File: src/rtl/circle_shape_scheduler.sv
// circle_shape_scheduler: round-robin arbiter + range check + frame-synchronous
//   commit of one circle shape into the renderer endpoint registers.
// Latency: grant is combinational in IDLE; accepted shape appears on the outputs
//   the cycle after the next frame_start_in edge (transfer-edge frame starts excluded).
// Backpressure: valid/ready per requester; ready is withheld while a shape is
//   pending, so at most one shape is ever buffered.
//
// Ports:
//   clk_in, rst_n_in           clock, async active-low reset
//   frame_start_in, clear_in   frame pulse, shape-removal request
//   req_valid_in/req_*_in      packed per-requester request (x 11 bits, y 10 bits)
//   req_ready_out              one-hot-or-zero grant
//   x_out_1..y_out_2           committed endpoints to the renderer
//   shape_valid_out            renderer valid; high while a committed shape exists
//   committed_out              one-cycle pulse after a commit or clear takes effect
//   reject_count_out           saturating rejected-request count
//   busy_out                   high while a shape waits for frame start

module circle_shape_scheduler #(
  parameter int NUM_REQ  = 2,
  parameter int H_ACTIVE = 1280,
  parameter int V_ACTIVE = 720
) (
  input  logic                  clk_in,
  input  logic                  rst_n_in,
  input  logic                  frame_start_in,
  input  logic                  clear_in,
  input  logic [NUM_REQ-1:0]    req_valid_in,
  input  logic [NUM_REQ*11-1:0] req_x1_in,
  input  logic [NUM_REQ*10-1:0] req_y1_in,
  input  logic [NUM_REQ*11-1:0] req_x2_in,
  input  logic [NUM_REQ*10-1:0] req_y2_in,
  output logic [NUM_REQ-1:0]    req_ready_out,
  output logic [10:0]           x_out_1,
  output logic [9:0]            y_out_1,
  output logic [10:0]           x_out_2,
  output logic [9:0]            y_out_2,
  output logic                  shape_valid_out,
  output logic                  committed_out,
  output logic [7:0]            reject_count_out,
  output logic                  busy_out
);

  localparam int PW = $clog2(NUM_REQ);

  typedef enum logic {
    IDLE    = 1'b0,
    PENDING = 1'b1
  } state_t;

  typedef struct packed {
    logic [10:0] x1;
    logic [9:0]  y1;
    logic [10:0] x2;
    logic [9:0]  y2;
  } shape_t;

  state_t        state;
  logic [PW-1:0] rr_ptr;
  shape_t        shadow;
  logic          pending_clear;

  // Arbiter results
  logic          grant_found;
  logic [PW-1:0] grant_idx;
  logic [PW:0]   cand;
  logic [PW-1:0] rr_next;

  // Granted requester's coordinates and range-check verdict
  shape_t        sel;
  logic          sel_reject;

  // Round-robin scan starting at rr_ptr. Coordinates never influence the grant;
  // a grant is only possible in IDLE and out of reset.
  always_comb begin
    grant_found = 1'b0;
    grant_idx   = '0;
    cand        = '0;
    for (int k = 0; k < NUM_REQ; k++) begin
      cand = {1'b0, rr_ptr} + (PW+1)'(k);
      if (cand >= (PW+1)'(NUM_REQ)) begin
        cand = cand - (PW+1)'(NUM_REQ);
      end
      if (!grant_found && req_valid_in[cand[PW-1:0]]) begin
        grant_found = 1'b1;
        grant_idx   = cand[PW-1:0];
      end
    end
    if (state != IDLE || !rst_n_in) begin
      grant_found = 1'b0;
    end
  end

  always_comb begin
    req_ready_out = '0;
    if (grant_found) begin
      req_ready_out = NUM_REQ'(1) << grant_idx;
    end
  end

  always_comb begin
    if (grant_idx == PW'(NUM_REQ-1)) begin
      rr_next = '0;
    end else begin
      rr_next = grant_idx + PW'(1);
    end
  end

  // Pick out the granted requester's fields from the packed buses.
  always_comb begin
    sel = '0;
    for (int i = 0; i < NUM_REQ; i++) begin
      if (grant_idx == PW'(i)) begin
        sel.x1 = req_x1_in[i*11 +: 11];
        sel.y1 = req_y1_in[i*10 +: 10];
        sel.x2 = req_x2_in[i*11 +: 11];
        sel.y2 = req_y2_in[i*10 +: 10];
      end
    end
  end

  // Out-of-frame endpoints or a zero horizontal radius are rejected.
  always_comb begin
    sel_reject = (int'(sel.x1) >= H_ACTIVE) ||
                 (int'(sel.x2) >= H_ACTIVE) ||
                 (int'(sel.y1) >= V_ACTIVE) ||
                 (int'(sel.y2) >= V_ACTIVE) ||
                 (sel.x1 == sel.x2);
  end

  assign busy_out = (state == PENDING);

  always_ff @(posedge clk_in or negedge rst_n_in) begin
    if (!rst_n_in) begin
      state            <= IDLE;
      rr_ptr           <= '0;
      shadow           <= '0;
      pending_clear    <= 1'b0;
      x_out_1          <= '0;
      y_out_1          <= '0;
      x_out_2          <= '0;
      y_out_2          <= '0;
      shape_valid_out  <= 1'b0;
      committed_out    <= 1'b0;
      reject_count_out <= '0;
    end else begin
      committed_out <= 1'b0;

      // Frame-start side: a pending clear beats a pending shape. A clear_in
      // arriving on the same edge is kept for the following frame start.
      if (frame_start_in && pending_clear) begin
        x_out_1         <= '0;
        y_out_1         <= '0;
        x_out_2         <= '0;
        y_out_2         <= '0;
        shape_valid_out <= 1'b0;
        committed_out   <= 1'b1;
        pending_clear   <= clear_in;
        if (state == PENDING) begin
          shadow <= '0;
        end
      end else begin
        if (clear_in) begin
          pending_clear <= 1'b1;
        end
        if (frame_start_in && state == PENDING) begin
          x_out_1         <= shadow.x1;
          y_out_1         <= shadow.y1;
          x_out_2         <= shadow.x2;
          y_out_2         <= shadow.y2;
          shape_valid_out <= 1'b1;
          committed_out   <= 1'b1;
        end
      end

      // Request side. A transfer is only possible in IDLE, so it never
      // collides with a commit; a frame start on the transfer edge leaves the
      // new shape waiting for the next frame.
      if (grant_found) begin
        rr_ptr <= rr_next;
        if (sel_reject) begin
          if (reject_count_out != 8'hFF) begin
            reject_count_out <= reject_count_out + 8'd1;
          end
        end else begin
          shadow <= sel;
          state  <= PENDING;
        end
      end else if (frame_start_in && state == PENDING) begin
        state <= IDLE;
      end
    end
  end

`ifndef SYNTHESIS
  a_grant_onehot : assert property (@(posedge clk_in) disable iff (!rst_n_in)
    $onehot0(req_ready_out));
  a_no_grant_pending : assert property (@(posedge clk_in) disable iff (!rst_n_in)
    (state == PENDING) |-> (req_ready_out == '0));
  a_grant_needs_valid : assert property (@(posedge clk_in) disable iff (!rst_n_in)
    ((req_ready_out & ~req_valid_in) == '0));
`endif

endmodule

File: config.mk
export PLATFORM = sky130hd
export DESIGN_NAME = circle_shape_scheduler
export DESIGN_NICKNAME = d
export VERILOG_FILES = /design/src/rtl/circle_shape_scheduler.sv
export SDC_FILE = /design/constraint.sdc
export NUM_CORES = 1
export LEC_CHECK = 0
export CORE_MARGIN = 2
export CORE_UTILIZATION = 47
export DETAILED_ROUTE_END_ITERATION = 16
export PLACE_DENSITY = 0.81
export SETUP_SLACK_MARGIN = 0.05
export SLEW_MARGIN = 25
export SYNTH_ARGS = -nofsm -noshare
export SYNTH_HDL_FRONTEND = slang
export SYNTH_SLANG_ARGS = --single-unit
File: constraint.sdc
create_clock -name clk_in -period 2.5 [get_ports clk_in]
set_input_delay 0.625 -clock clk_in [delete_from_list [all_inputs] [get_ports clk_in]]
set_output_delay 0.625 -clock clk_in [all_outputs]
set_load 0.01 [all_outputs]
==> impl_metrics.yaml <==
run_status:
  status: "completed"
layout:
  fill_cells: 721
  drive_gt1_share_pct: 13.8
  syn_to_final_growth_pct: 47.9
  stdcell_area_um2: 6820
  fin_nets: 653
  antenna_cells: 0
clock_tree:
  clkTransAtPathRegs_ps: 100
  clockRootBuffer: "clkbuf_8"
  cts_buffer_depth: 2
  cts_buffers: 9
  clock_sinks: 97
  htree_num_levels: 3
  clock_latency_ps: 350
  cts_tree: "built"
sta:
  fin_crit_sh_pct: 96.6
  hold_viol_final: 0
  slew_headroom_pct: 48.8
  setup_tns_ps: 0
  drv_slew: 0
  fin_crit_ps: 2420
  clock_skew_ps: 10.7
  timing.hold.ws_ps: 363
  final.setup.worst_slack_ps: 84.3
  rsz0062_at_grt: "yes"
  tightestPinTransition_ps: 767
  final-setup-viol-count: 0
  fmax_mhz: 414
route:
  drt_iter0_markers: 154
  drc_errors: 0
  met3_length_um: 559
  wl_met1_mm: 5.30
  wl_per_cell_um: 17.9
  top_layer: "met4"
  antenna_left: 0
  vias_per_cell: 5.27
  wl_met2_mm: 6.43
  firstDrtPassIters: 4
  drt-total-wl_mm: 12.5
  num_vias: 3686
yosys:
  synth_area_leader_cell: "dfrtp_1"
  synth_cells: 391
  ys_types: 38
  synth_top_area_share_pct: 52.6
  synth-edff-count: 0
  syn-cell-area_um2: 4610
  synth-seq-cells: 97
  async_flop_share_pct: 100
  syn-num-nets: 482
  ys_top_cells_by_area: "dfrtp_1 (53%), mux2i_1 (18%), a22o_1 (8.0%)"
  yosysSeqAreaShare_pct: 52.6
  yosys_warnings: 0
  ys.flop_type: "dfrtp_1"
  yosysMostFrequentCell: "dfrtp_1"
  synthTopCellsByCount: "dfrtp_1 (97), mux2i_1 (82), nand2_1 (50)"
  syn_avg_cell_area_um2: 11.8
power_and_ir_drop:
  clock_power_share_pct: 24.1
  power.total_mw: 4.39
  seq_power_share_pct: 49.2
  p_switching_mw: 1.35
  p_int_mw: 3.04
  irDropWorstVdd_v: 0.000485
  power_frac_comb_pct: 26.7
  swShare_pct: 30.7
  leakage_nw: 3.53
  power_density_nw_per_um2: 643
floorplan:
  initial_utilization_pct: 47.8
  core_um2: 9640
  die_x_um: 103
  die_h_um: 103
  io_pins: 145
  std_cell_rows: 36
  fp.dieArea_um2: 10600
global_route:
  antenna_found_initial: 0
  grt_max_degree: 63
  grt_pass1_vias: 3745
  grt_first_pass_wirelength_mm: 19.3
  track_usage_pct: 24.1
  grt_overflow_total: 0
job:
  max_cap_violations: 0
placed_design:
  place_hpwl_mm: 9.31
  dpl-instance-area_um2: 6390
  dp_worst_setup_slack_ps: -579
  gp_congestion: 0.847
  portBuffers: 144
setup_path:
  cp.arrival_ps: 2650
  startpoint_type: "input pin"
  cp.required_ps: 2730
  critPathCaptureType: "flip-flop"
  critPathMaxFanout: 6
  path_class: "in -> reg"
  r2r_slack_ps: 380
min_path:
  hold_path_class: "in -> async"
metrics by stage:
stage | utilization, % | std cells
global route | 70.7 | 700
detailed placement | 66.3 | 676
floorplan | - | 391
finish | 70.7 | 700
CTS | 69.8 | 698
global placement | 66.1 | 675
worst paths after layout:
check,startpoint,endpoint,cells past startpoint
max in group asynchronous,rst_n_in,reject_count_out[7]$_DFFE_PN0P_,3
min reg2reg,shadow[35]$_DFF_PN0_,x_out_1[4]$_DFFE_PN0P_,1
min,rst_n_in,rr_ptr$_DFFE_PN0P_,2
max reg2reg,rr_ptr$_DFFE_PN0P_,shadow[33]$_DFF_PN0_,10
max,req_x1_in[10],shadow[2]$_DFF_PN0_,11
min in group clk_in,shadow[35]$_DFF_PN0_,x_out_1[4]$_DFFE_PN0P_,1
cell type report:
type | count | area, um^2 | area share, %
sequential | 97 | 2430 | 35.6
multi-input combinational | 265 | 2130 | 31.3
timing repair buffer | 184 | 1860 | 27.3
tap | 133 | 166 | 2.44
clock buffer | 9 | 124 | 1.82
clock inverter | 7 | 85.1 | 1.25
inverter | 5 | 18.8 | 0.275
power by group through the flow:
stage / Sequential (mW) / Combinational (mW) / Clock, mW
after global placement: 2.17 / 1.07 / 0
after global routing: 2.21 / 1.28 / 1.14
after floorplan: 2.16 / 0.549 / 0
after CTS: 2.15 / 1.16 / 1.08
final: 2.16 / 1.17 / 1.06
after detailed placement: 2.18 / 1.13 / 0
critical path: stages:
cell             delay (ps)
clkdlybuf4s50_1         530
xor2_1                  160
nor2_1                   70
and4_1                  190
a31o_2                  230
o21ai_1                 140
nand3b_1                100
buf_6                   160
buf_6                   120
buf_12                  130
mux2i_4                 180
placed cells by master, fill, tap and decap left out, types with 3 or more instances in the layout:
master | synthesis | routed
dlygate4sd2_1 | 0 | 8
clkdlybuf4s50_1 | 0 | 122
buf_16 | 0 | 3
xor2_2 | 0 | 4
nand2_1 | 50 | 49
clkbuf_8 | 0 | 9
dlymetal6s2s_1 | 0 | 8
nand4_1 | 3 | 3
o21ai_0 | 11 | 9
mux2i_1 | 82 | 81
a22o_1 | 42 | 42
inv_1 | 5 | 4
nand3_1 | 7 | 6
buf_4 | 0 | 32
a21oi_1 | 7 | 7
nor2_1 | 9 | 9
xor2_1 | 19 | 15
xnor2_1 | 7 | 7
o211a_1 | 4 | 4
dfrtp_1 | 97 | 97
clkbuf_2 | 0 | 3
buf_12 | 0 | 3
routing by layer:
layer | vias to the layer above | global-route usage, %
met2 | 114 | 42.0
met3 | 17 | 4.00
li1 | 1753 | -
met1 | 1802 | 30.9
met5 | - | 0
met4 | 0 | 7.49
state kept, by name, summed over array words and instances, names as in the netlist:
name              flops
shadow               42
x_out_1              11
x_out_2              11
y_out_1              10
y_out_2              10
reject_count_out      8
busy_out              1
committed_out         1
pending_clear         1
rr_ptr                1
shape_valid_out       1
kinds of logic after synthesis:
family / Yosys count / share of synthesized area, %
xor gates and xnor gates: 26 / 4.94
AOI/OAI and AO/OA: 77 / 13.6
and+or+nand+nor: 78 / 7.30
adders and majority gates: 1 / 0.271
buffers and inverters: 29 / 3.23
muxes: 83 / 18.0
DFF: 97 / 52.6
timing repair:
action / 4_1_cts / 5_1_grt
buffers inserted: 4 / 2
pin swaps: 4 / 7
resized for setup: 21 / 26
cloned: 3 / 0
hold buffers: 0 / 0
setup endpoints to repair: 52 / 52
endpoints found under the hold margin: 0 / 0
(Power assumes the default switching activity.)
